`config.mk`:
```
export PLATFORM = sky130hd
export DESIGN_NAME = mem_unit_flat
export DESIGN_NICKNAME = d
export VERILOG_FILES = /design/src/rtl/mem_unit_if.sv /design/src/rtl/mem_unit.sv /design/src/flat_wrapper.sv
export SDC_FILE = /design/constraint.sdc
export NUM_CORES = 2
export LEC_CHECK = 0
export ABC_AREA = 0
export CORE_MARGIN = 2
export CORE_UTILIZATION = 55
export CTS_CLUSTER_DIAMETER = 50
export DETAILED_ROUTE_END_ITERATION = 10
export PLACE_DENSITY_LB_ADDON = 0.3
export SKIP_CTS_REPAIR_TIMING = 1
export SLEW_MARGIN = 10
export SYNTH_ARGS = -nofsm -noshare
export SYNTH_HDL_FRONTEND = slang
export SYNTH_SLANG_ARGS = --single-unit
```
`constraint.sdc`:
```
create_clock -name clk -period 11.7 [get_ports clk]
set_clock_uncertainty 0.1 [all_clocks]
set_input_delay 3.51 -clock clk [delete_from_list [all_inputs] [get_ports clk]]
set_output_delay 3.51 -clock clk [all_outputs]
set_load 0.05 [all_outputs]
```
`src/rtl/mem_unit_if.sv`:
```
// Boot-stream, core memory-port and output-FIFO signals of mem_unit.
// slave = memory unit side, master = control unit / boot source / consumer side.
interface mem_unit_if;
  logic [7:0]  boot_data;
  logic        boot_valid;
  logic        boot_last;
  logic        boot_ready;
  logic        cpu_run;
  logic [7:0]  mem_addr;
  logic [15:0] mem_in;
  logic        mem_we;
  logic [15:0] mem_out;
  logic [7:0]  out_data;
  logic        out_valid;
  logic        out_ready;
  logic        out_overflow;

  modport slave (
    input  boot_data, boot_valid, boot_last, mem_addr, mem_in, mem_we, out_ready,
    output boot_ready, cpu_run, mem_out, out_data, out_valid, out_overflow
  );

  modport master (
    output boot_data, boot_valid, boot_last, mem_addr, mem_in, mem_we, out_ready,
    input  boot_ready, cpu_run, mem_out, out_data, out_valid, out_overflow
  );
endinterface

```
`src/rtl/mem_unit.sv`:
```
// Unified program/data RAM filled by a byte-stream boot loader, with the top
// word mapped onto an 8-bit first-word fall-through output FIFO.
module mem_unit #(
  parameter int DEPTH      = 128,
  parameter int FIFO_DEPTH = 4
) (
  input  logic      clk,
  input  logic      rst,
  mem_unit_if.slave bus
);

  localparam int WAW = $clog2(DEPTH);
  localparam int PW  = $clog2(FIFO_DEPTH);
  localparam int CW  = PW + 1;
  localparam logic [WAW-1:0] IO_WORD   = WAW'(DEPTH - 1);
  // Pointer value of the 2*DEPTH-3'th byte: accepting it ends the boot.
  localparam logic [7:0]     AUTO_LAST = 8'(2 * DEPTH - 4);
  localparam logic [CW-1:0]  FIFO_FULL = CW'(FIFO_DEPTH);

  typedef enum logic [0:0] {ST_BOOT = 1'b0, ST_RUN = 1'b1} state_t;

  state_t          state_r;
  state_t          state_nxt_s;
  logic [7:0]      boot_ptr_r;
  logic            boot_ready_r;
  logic            cpu_run_r;
  logic [15:0]     ram_r [DEPTH];
  logic [7:0]      fifo_r [FIFO_DEPTH];
  logic [PW-1:0]   wr_ptr_r;
  logic [PW-1:0]   rd_ptr_r;
  logic [CW-1:0]   count_r;
  logic            overflow_r;

  logic [WAW-1:0]  word_s;
  logic            io_sel_s;
  logic            boot_acc_s;
  logic            boot_done_s;
  logic            ram_we_s;
  logic            push_s;
  logic            push_ok_s;
  logic            pop_s;
  logic            full_s;
  logic            empty_s;
  logic [7:0]      push_byte_s;

  // Decode of the core port, boot acceptance, FIFO handshake and next state.
  always_comb begin
    word_s      = bus.mem_addr[WAW:1];
    io_sel_s    = (word_s == IO_WORD);
    boot_acc_s  = (state_r == ST_BOOT) && bus.boot_valid && boot_ready_r;
    boot_done_s = boot_acc_s && (bus.boot_last || (boot_ptr_r == AUTO_LAST));
    full_s      = (count_r == FIFO_FULL);
    empty_s     = (count_r == {CW{1'b0}});
    pop_s       = !empty_s && bus.out_ready;
    ram_we_s    = (state_r == ST_RUN) && bus.mem_we && !io_sel_s;
    push_s      = (state_r == ST_RUN) && bus.mem_we && io_sel_s;
    push_ok_s   = push_s && (!full_s || pop_s);
    push_byte_s = bus.mem_addr[0] ? bus.mem_in[15:8] : bus.mem_in[7:0];
    state_nxt_s = state_r;
    case (state_r)
      ST_BOOT: begin
        if (boot_done_s) begin
          state_nxt_s = ST_RUN;
        end else begin
          state_nxt_s = ST_BOOT;
        end
      end
      ST_RUN:  state_nxt_s = ST_RUN;
      default: state_nxt_s = ST_BOOT;
    endcase
  end

  // Loader state, boot pointer and the registered core-release handshake.
  always_ff @(posedge clk) begin
    if (rst) begin
      state_r      <= ST_BOOT;
      boot_ptr_r   <= 8'd0;
      boot_ready_r <= 1'b1;
      cpu_run_r    <= 1'b0;
    end else begin
      state_r      <= state_nxt_s;
      boot_ready_r <= (state_nxt_s == ST_BOOT);
      cpu_run_r    <= (state_nxt_s == ST_RUN);
      if (boot_acc_s) begin
        boot_ptr_r <= boot_ptr_r + 8'd1;
      end
    end
  end

  // RAM is deliberately not reset so a reboot keeps already-loaded contents.
  always_ff @(posedge clk) begin
    if (boot_acc_s) begin
      if (boot_ptr_r[0]) begin
        ram_r[boot_ptr_r[WAW:1]][15:8] <= bus.boot_data;
      end else begin
        ram_r[boot_ptr_r[WAW:1]][7:0]  <= bus.boot_data;
      end
    end else if (ram_we_s) begin
      ram_r[word_s] <= bus.mem_in;
    end
  end

  // FIFO payload storage.
  always_ff @(posedge clk) begin
    if (push_ok_s) begin
      fifo_r[wr_ptr_r] <= push_byte_s;
    end
  end

  // FIFO pointers, occupancy and sticky overflow flag.
  always_ff @(posedge clk) begin
    if (rst) begin
      wr_ptr_r   <= {PW{1'b0}};
      rd_ptr_r   <= {PW{1'b0}};
      count_r    <= {CW{1'b0}};
      overflow_r <= 1'b0;
    end else begin
      if (push_ok_s) begin
        wr_ptr_r <= wr_ptr_r + {{(PW-1){1'b0}}, 1'b1};
      end
      if (pop_s) begin
        rd_ptr_r <= rd_ptr_r + {{(PW-1){1'b0}}, 1'b1};
      end
      case ({push_ok_s, pop_s})
        2'b10:   count_r <= count_r + {{(CW-1){1'b0}}, 1'b1};
        2'b01:   count_r <= count_r - {{(CW-1){1'b0}}, 1'b1};
        default: count_r <= count_r;
      endcase
      if (push_s && !push_ok_s) begin
        overflow_r <= 1'b1;
      end
    end
  end

  // Zero-latency read port; the I/O word reads back FIFO status.
  always_comb begin
    if (io_sel_s) begin
      bus.mem_out = {13'd0, overflow_r, full_s, empty_s};
    end else begin
      bus.mem_out = ram_r[word_s];
    end
  end

  assign bus.boot_ready   = boot_ready_r;
  assign bus.cpu_run      = cpu_run_r;
  assign bus.out_data     = fifo_r[rd_ptr_r];
  assign bus.out_valid    = !empty_s;
  assign bus.out_overflow = overflow_r;

endmodule
```
`src/flat_wrapper.sv`:
```
// flat-port wrapper written by rule: the top's interface ports become plain ports
module mem_unit_flat 
#(
  parameter int DEPTH      = 128,
  parameter int FIFO_DEPTH = 4
)
  (clk, rst, bus_boot_data, bus_boot_valid, bus_boot_last, bus_mem_addr, bus_mem_in, bus_mem_we, bus_out_ready, bus_boot_ready, bus_cpu_run, bus_mem_out, bus_out_data, bus_out_valid, bus_out_overflow);
  mem_unit_if bus_i ();
  input  logic clk;
  input  logic rst;
  input wire logic [$bits(bus_i.boot_data)-1:0] bus_boot_data;
  input wire logic [$bits(bus_i.boot_valid)-1:0] bus_boot_valid;
  input wire logic [$bits(bus_i.boot_last)-1:0] bus_boot_last;
  input wire logic [$bits(bus_i.mem_addr)-1:0] bus_mem_addr;
  input wire logic [$bits(bus_i.mem_in)-1:0] bus_mem_in;
  input wire logic [$bits(bus_i.mem_we)-1:0] bus_mem_we;
  input wire logic [$bits(bus_i.out_ready)-1:0] bus_out_ready;
  output wire logic [$bits(bus_i.boot_ready)-1:0] bus_boot_ready;
  output wire logic [$bits(bus_i.cpu_run)-1:0] bus_cpu_run;
  output wire logic [$bits(bus_i.mem_out)-1:0] bus_mem_out;
  output wire logic [$bits(bus_i.out_data)-1:0] bus_out_data;
  output wire logic [$bits(bus_i.out_valid)-1:0] bus_out_valid;
  output wire logic [$bits(bus_i.out_overflow)-1:0] bus_out_overflow;
  assign bus_i.boot_data = bus_boot_data;
  assign bus_i.boot_valid = bus_boot_valid;
  assign bus_i.boot_last = bus_boot_last;
  assign bus_i.mem_addr = bus_mem_addr;
  assign bus_i.mem_in = bus_mem_in;
  assign bus_i.mem_we = bus_mem_we;
  assign bus_i.out_ready = bus_out_ready;
  assign bus_boot_ready = bus_i.boot_ready;
  assign bus_cpu_run = bus_i.cpu_run;
  assign bus_mem_out = bus_i.mem_out;
  assign bus_out_data = bus_i.out_data;
  assign bus_out_valid = bus_i.out_valid;
  assign bus_out_overflow = bus_i.out_overflow;
  mem_unit #(.DEPTH(DEPTH), .FIFO_DEPTH(FIFO_DEPTH)) u_core (.clk(clk), .rst(rst), .bus(bus_i));
endmodule
```
* Yosys cells after proc, flatten, opt, wreduce, memory -nomap -nowiden
Memories as Yosys holds them, arrays and structs flattened. A register that Yosys moved wholly into a read port is not among the register bits.
Cells that the tools add are included.
** Word-level totals
- Output and inout bits :: 28
- Memory bits (writable) :: 2080
- Memories :: 2
- Memory bits (read-only) :: 0
- Input port bits :: 38
- Latch bits :: 0
- Flip-flop bits (word level) :: 18
- Word-level logic and storage cells :: 60
** Operators by class
- Add/subtract/negate cells :: 5
- Bitwise operators :: 2
- $lt $le $gt $ge :: 0
- Muxes and demuxes :: 21
- Shift operators :: 0
- $mul :: 0
- Divide/modulo/power cells :: 0
- Equality and inequality tests :: 5
- Reduce and logical (&&, ||, !) cells :: 18
** Memory list
- u_core.ram_r :: depth 128, width 16, rd ports 1, clocked after Yosys merged registers in 0, wr ports 1, line mem_unit.sv:27 : logic [15:0] ram_r [DEPTH];
- u_core.fifo_r :: depth 4, width 8, rd ports 1, clocked after Yosys merged registers in 1, wr ports 1, line mem_unit.sv:28 : logic [7:0] fifo_r [FIFO_DEPTH];
** Operators by type and width (count)
- 16-bit 2-to-1 mux :: 2
- 16-bit OR reduction :: 1
- 1-bit 2-to-1 mux :: 12
- 1-bit logical AND :: 9
- 8-bit by 1-bit adder with 8-bit output, second input constant :: 1
- 8-bit equality test, second input constant :: 1
- 8-bit 2-to-1 mux :: 1
- 7-bit equality test, second input constant :: 1
- 7-bit 2-to-1 mux :: 1
- 2-bit 2-to-1 mux :: 3
- 3-bit one-hot mux with 2 select lines :: 1
- 2-bit by 1-bit adder with 2-bit output, second input constant :: 2
- 1-bit zero test :: 4
- 3-bit by 1-bit adder with 3-bit output, second input constant :: 1
- 3-bit equality test, second input constant :: 1
- 3-bit zero test :: 1
- 3-bit by 1-bit subtractor with 3-bit output, second input constant :: 1
- 2-bit by 1-bit equality test with 1-bit output, second input constant :: 1
- 2-bit equality test, second input constant :: 1
- 1-bit logical OR :: 2
- 1-bit NOT :: 2
- 1-bit one-hot mux with 2 select lines :: 1
- 2-bit nonzero test :: 1

* Depth between registers and ports, before layout
- Depth after elaboration :: 8
- Gate-level depth with buffers :: 12
- Gate-level depth less buffers :: 10

* Least setup slack after synthesis
OpenSTA, ideal clock, no wires.
- Kind :: input to output
- From :: input port bus_mem_addr[4]
- To :: output port bus_mem_out[3]
- Slack :: 0.855 ns
- Path buffers :: 3
- Cell stages on the path :: 9
- Required time :: 8.090 ns
- Arrival :: 7.235 ns
- Path through :: buf_2 or3b_2 clkbuf_1 buf_2 a21oi_1 a31oi_1 nand4_1 o21ai_0 a2111oi_0
** Between the ends
- Longest elaborated chain between the ends :: 2
- Elaborated cells on any way between the ends :: 3
- Classes of those cells :: eq/ne (1); mux (1); memory (1)
** RTL lines
- start: declaration :: line flat_wrapper.sv:14 : input wire logic [$bits(bus_i.mem_addr)-1:0] bus_mem_addr;
- memory 128 x 16 bit or 7-bit equality test (tied branches)
- 16-bit 2-to-1 mux (*) :: line mem_unit.sv:137 : if (io_sel_s) begin
- end: declaration :: line flat_wrapper.sv:20 : output wire logic [$bits(bus_i.mem_out)-1:0] bus_mem_out;
Mark *: on every way between the ends. The rest lies on a longest branch, timed or not.

* Worst setup path in the final report
- From :: input port bus_mem_addr[1]
- To :: output port bus_mem_out[6]
The elaborated chain is that of the path after synthesis.

==> impl_results.md <==
- Status: finished, final reports clean
- Worst setup path class: input port to primary output
- DRT iter0 DRCs: 6166
- Synth top cells by count: edfxtp_1 (2080), mux4_2 (409), nor2_1 (310), mux2i_1 (226), nand2_1 (144)
- Io pins: 66
- CTS tree: yes
- FILL cells: 10280
- Leakage: 28.94 nW
- Insertion delay to the later sink of the worst-skew pair: 860 ps
- DRC errors left: 0
- GPL Wtd Cong: 0.9048
- Crit path launch type: input port
- Final cell count without fillers: 6406
- Critical-path cell list: buf_8, buf_12, buf_4, buf_4, mux4_2, nand2_1, a21oi_1, o311ai_0, a41oi_1, buf_4, buf_12
- RSZ-0062 raised after global routing: false
- Max-slew headroom: 16.05%
- Seq/Total Area, Yosys: 76.04%
- CTS Sinks: 2100
- #FFs+latches synth: 2100
- Area growth syn-to-layout: 11.57%
- Synth area leader: edfxtp_1
- PortBufs: 65
- Via count: 42640
- Fin. Hold Viols: 0
- Syn_nets: 4090
- Post-DP HPWL: 131300 um
- Endpoint arrival time on the critical path: 7560 ps
- PnR worst setup slack: 533.5 ps
- Detailed-route wire length: 210300 um
- Largest net degree at the start of global routing: 97
- Share of layout cells above drive strength 1: 21.29%
- Die area: 153400 sq um
- CP Buf/Inv Count: 6
- Via/cell ratio: 6.657
- Max Freq: 89.55 MHz
- CP max stage delay: 940 ps
- H-tree levels: 4
- Post-Syn Area: 82660 sq um
- Setup violations, final: 0
- Clock transition at path regs: 70 ps
- Inst Count DP: 6032
- Worst Setup End Kind: primary output
- YS warnings: 0
- Min-delay worst type: flop to flop
- Vias in the first global route: 41550
- Cell mode on critical path: buf_4
- Worst-Margin Slew: 1246 ps
- Post-synthesis cell type count: 82
- Slowest cell on crit path: o311ai_0
- NumNets Final: 4266
- Max cap viols: 0
- Setup TNS: 0 ps
- Routed length per instance: 32.83 um
- Global-route wire length before repair: 300700 um
- Max Slew Vio Count: 0
- Final min period: 11170 ps
- Internal power: 12.29 mW
- Comb pwr share: 6.0%
- Psw: 3.476 mW
- Clock tree buffer depth: 3
- Initial Utilization: 55.26%
- Synth area leaders: edfxtp_1 (76%), mux4_2 (11%), mux2i_1 (2.7%), nor2_1 (1.4%), mux4_1 (0.76%)
- Max VDD drop: 0.0001616 V
- Routed Antenna Nets: 0
- Die height: 391.7 um
- Register share of total power: 53.0%
- CP max FO: 56
- Total Power: 15.77 mW
- CTS buffer count: 202
- Pre-CTS setup slack: 610.0 ps
- Share of the synthesized area in the top cell type: 75.56%
- Sw frac: 22.05%
- Gr ovfl total: 0
- Synth Flop Type: edfxtp_1
- CTS Root Cell: clkbuf_16
- FFs w/ async S/R, synth: 0%
- Pwr dens: 170.9 nW/um^2
- Post-synth EDFFs: 2080
- Final worst path period share: 95.44%
- Clock network fraction of design power: 41.0%
- Most frequent cell after synthesis: edfxtp_1
- Util after Layout: 61.65%
- Avg Inst Size Synth: 20.44 sq um
- Core area: 149600 sq um
- Crit-path leading delay family: buffers and inverters
- GR Util All Layers: 27.68%
- Cells after synthesis: 4044
- Num rows: 142
- Worst path required time: 8090 ps
- Initial antenna violation count: 4
- Die X: 391.7 um
- Pre-Repair DR Iteration Count: 6
## layout make-up
class                   count  area, sq um  share of cell area [%]
diodes                      2        5.005                0.005427
clock buffers             239         5215                   5.655
clock inverters           133         1379                   1.495
inverters                  16        65.06                 0.07055
multi-input cells        1686        18100                   19.62
flip-flops and latches   2100        62860                   68.16
well taps                2016         2522                   2.735
repair buffers            214         2079                   2.255
## cell usage in the layout, fill, tap and decap left out, types with 7 or more instances in the layout
cell type	n
edfxtp_1	2080
mux4_2	409
nor2_1	309
mux2i_1	226
clkbuf_16	203
buf_4	137
nand2_1	127
a22oi_1	78
o22ai_1	69
a21oi_1	62
o221ai_1	57
clkinv_1	49
clkdlybuf4s50_1	42
nor3_1	38
clkbuf_1	36
o21ai_0	35
clkinv_2	29
buf_12	29
mux4_1	24
a211oi_1	20
dfxtp_1	20
bufinv_16	20
nand2_4	17
mux2_2	15
inv_1	14
o211ai_1	14
nand3_1	12
inv_6	12
a22o_1	12
a31oi_1	12
clkinvlp_4	11
a221oi_1	10
a2111oi_0	10
nor4_1	9
and2_1	8
nand2b_1	7
ha_1	7
## final timing paths
| check | from | cells after the start | slack, ps | end |
|---|---|---|---|---|
| worst max-delay path | bus_mem_addr[1] | 11 | 530 | bus_mem_out[6] |
| worst min-delay path | u_core.count_r[2] | 2 | 440 | u_core.count_r[2] |
| worst max register to register | u_core.state_r | 5 | 7040 | u_core.ram_r[12][8] |
| worst min register to register | u_core.count_r[2] | 2 | 440 | u_core.count_r[2] |
## metrics by stage
step	cell area [sq um]	hold slack (ps)
6_report	92220	437.7
5_1_grt	92220	454.0
4_1_cts	92220	425.8
3_5_place_dp	85630	418.2
3_3_place_gp	85620	394.7
2_1_floorplan	82660	374.3
## cell families after synthesis
kind of cell	synth area share, %
AOI/OAI and AO/OA	3.711
adders and majority gates	0.1302
xor gates and xnor gates	0.1059
and+or+nand+nor	2.888
muxes	14.85
DFF	76.04
buffers and inverters	2.275
## power by group through the flow
| stage | clock network, mW | logic, mW | registers (mW) |
|---|---|---|---|
| floorplan | 0 | 0.543 | 8.53 |
| global placement | 0 | 0.919 | 8.51 |
| detailed placement | 0 | 0.936 | 8.51 |
| CTS | 6.52 | 0.939 | 8.35 |
| global route | 6.80 | 0.984 | 8.35 |
| finish | 6.47 | 0.947 | 8.35 |
## flip-flops by register name, summed over array words and instances (netlist names), named ones only
| name | count |
|---|---|
| u_core.count_r | 3 |
| u_core.rd_ptr_r | 2 |
| u_core.bus.boot_ready | 1 |
| u_core.wr_ptr_r | 2 |
| u_core.ram_r | 2048 |
| u_core.bus.out_overflow | 1 |
| u_core.boot_ptr_r | 8 |
| u_core.fifo_r | 32 |
| u_core.state_r | 1 |
## layer usage
metal | GRT usage, % | vias up | share of wire [%]
met5 | 0 | - | 0.0052
met4 | 9.895 | 2 | 3.8
met3 | 6.437 | 445 | 11
met2 | 41.70 | 2687 | 46
met1 | 40.18 | 22340 | 38
li1 | - | 17170 | -
## worst min-delay path, stage by stage, from the launching register on
cell and delay (ps):
dfxtp_1 340, o21ai_0 80, a21oi_1 70
(Power assumes the default switching activity.)
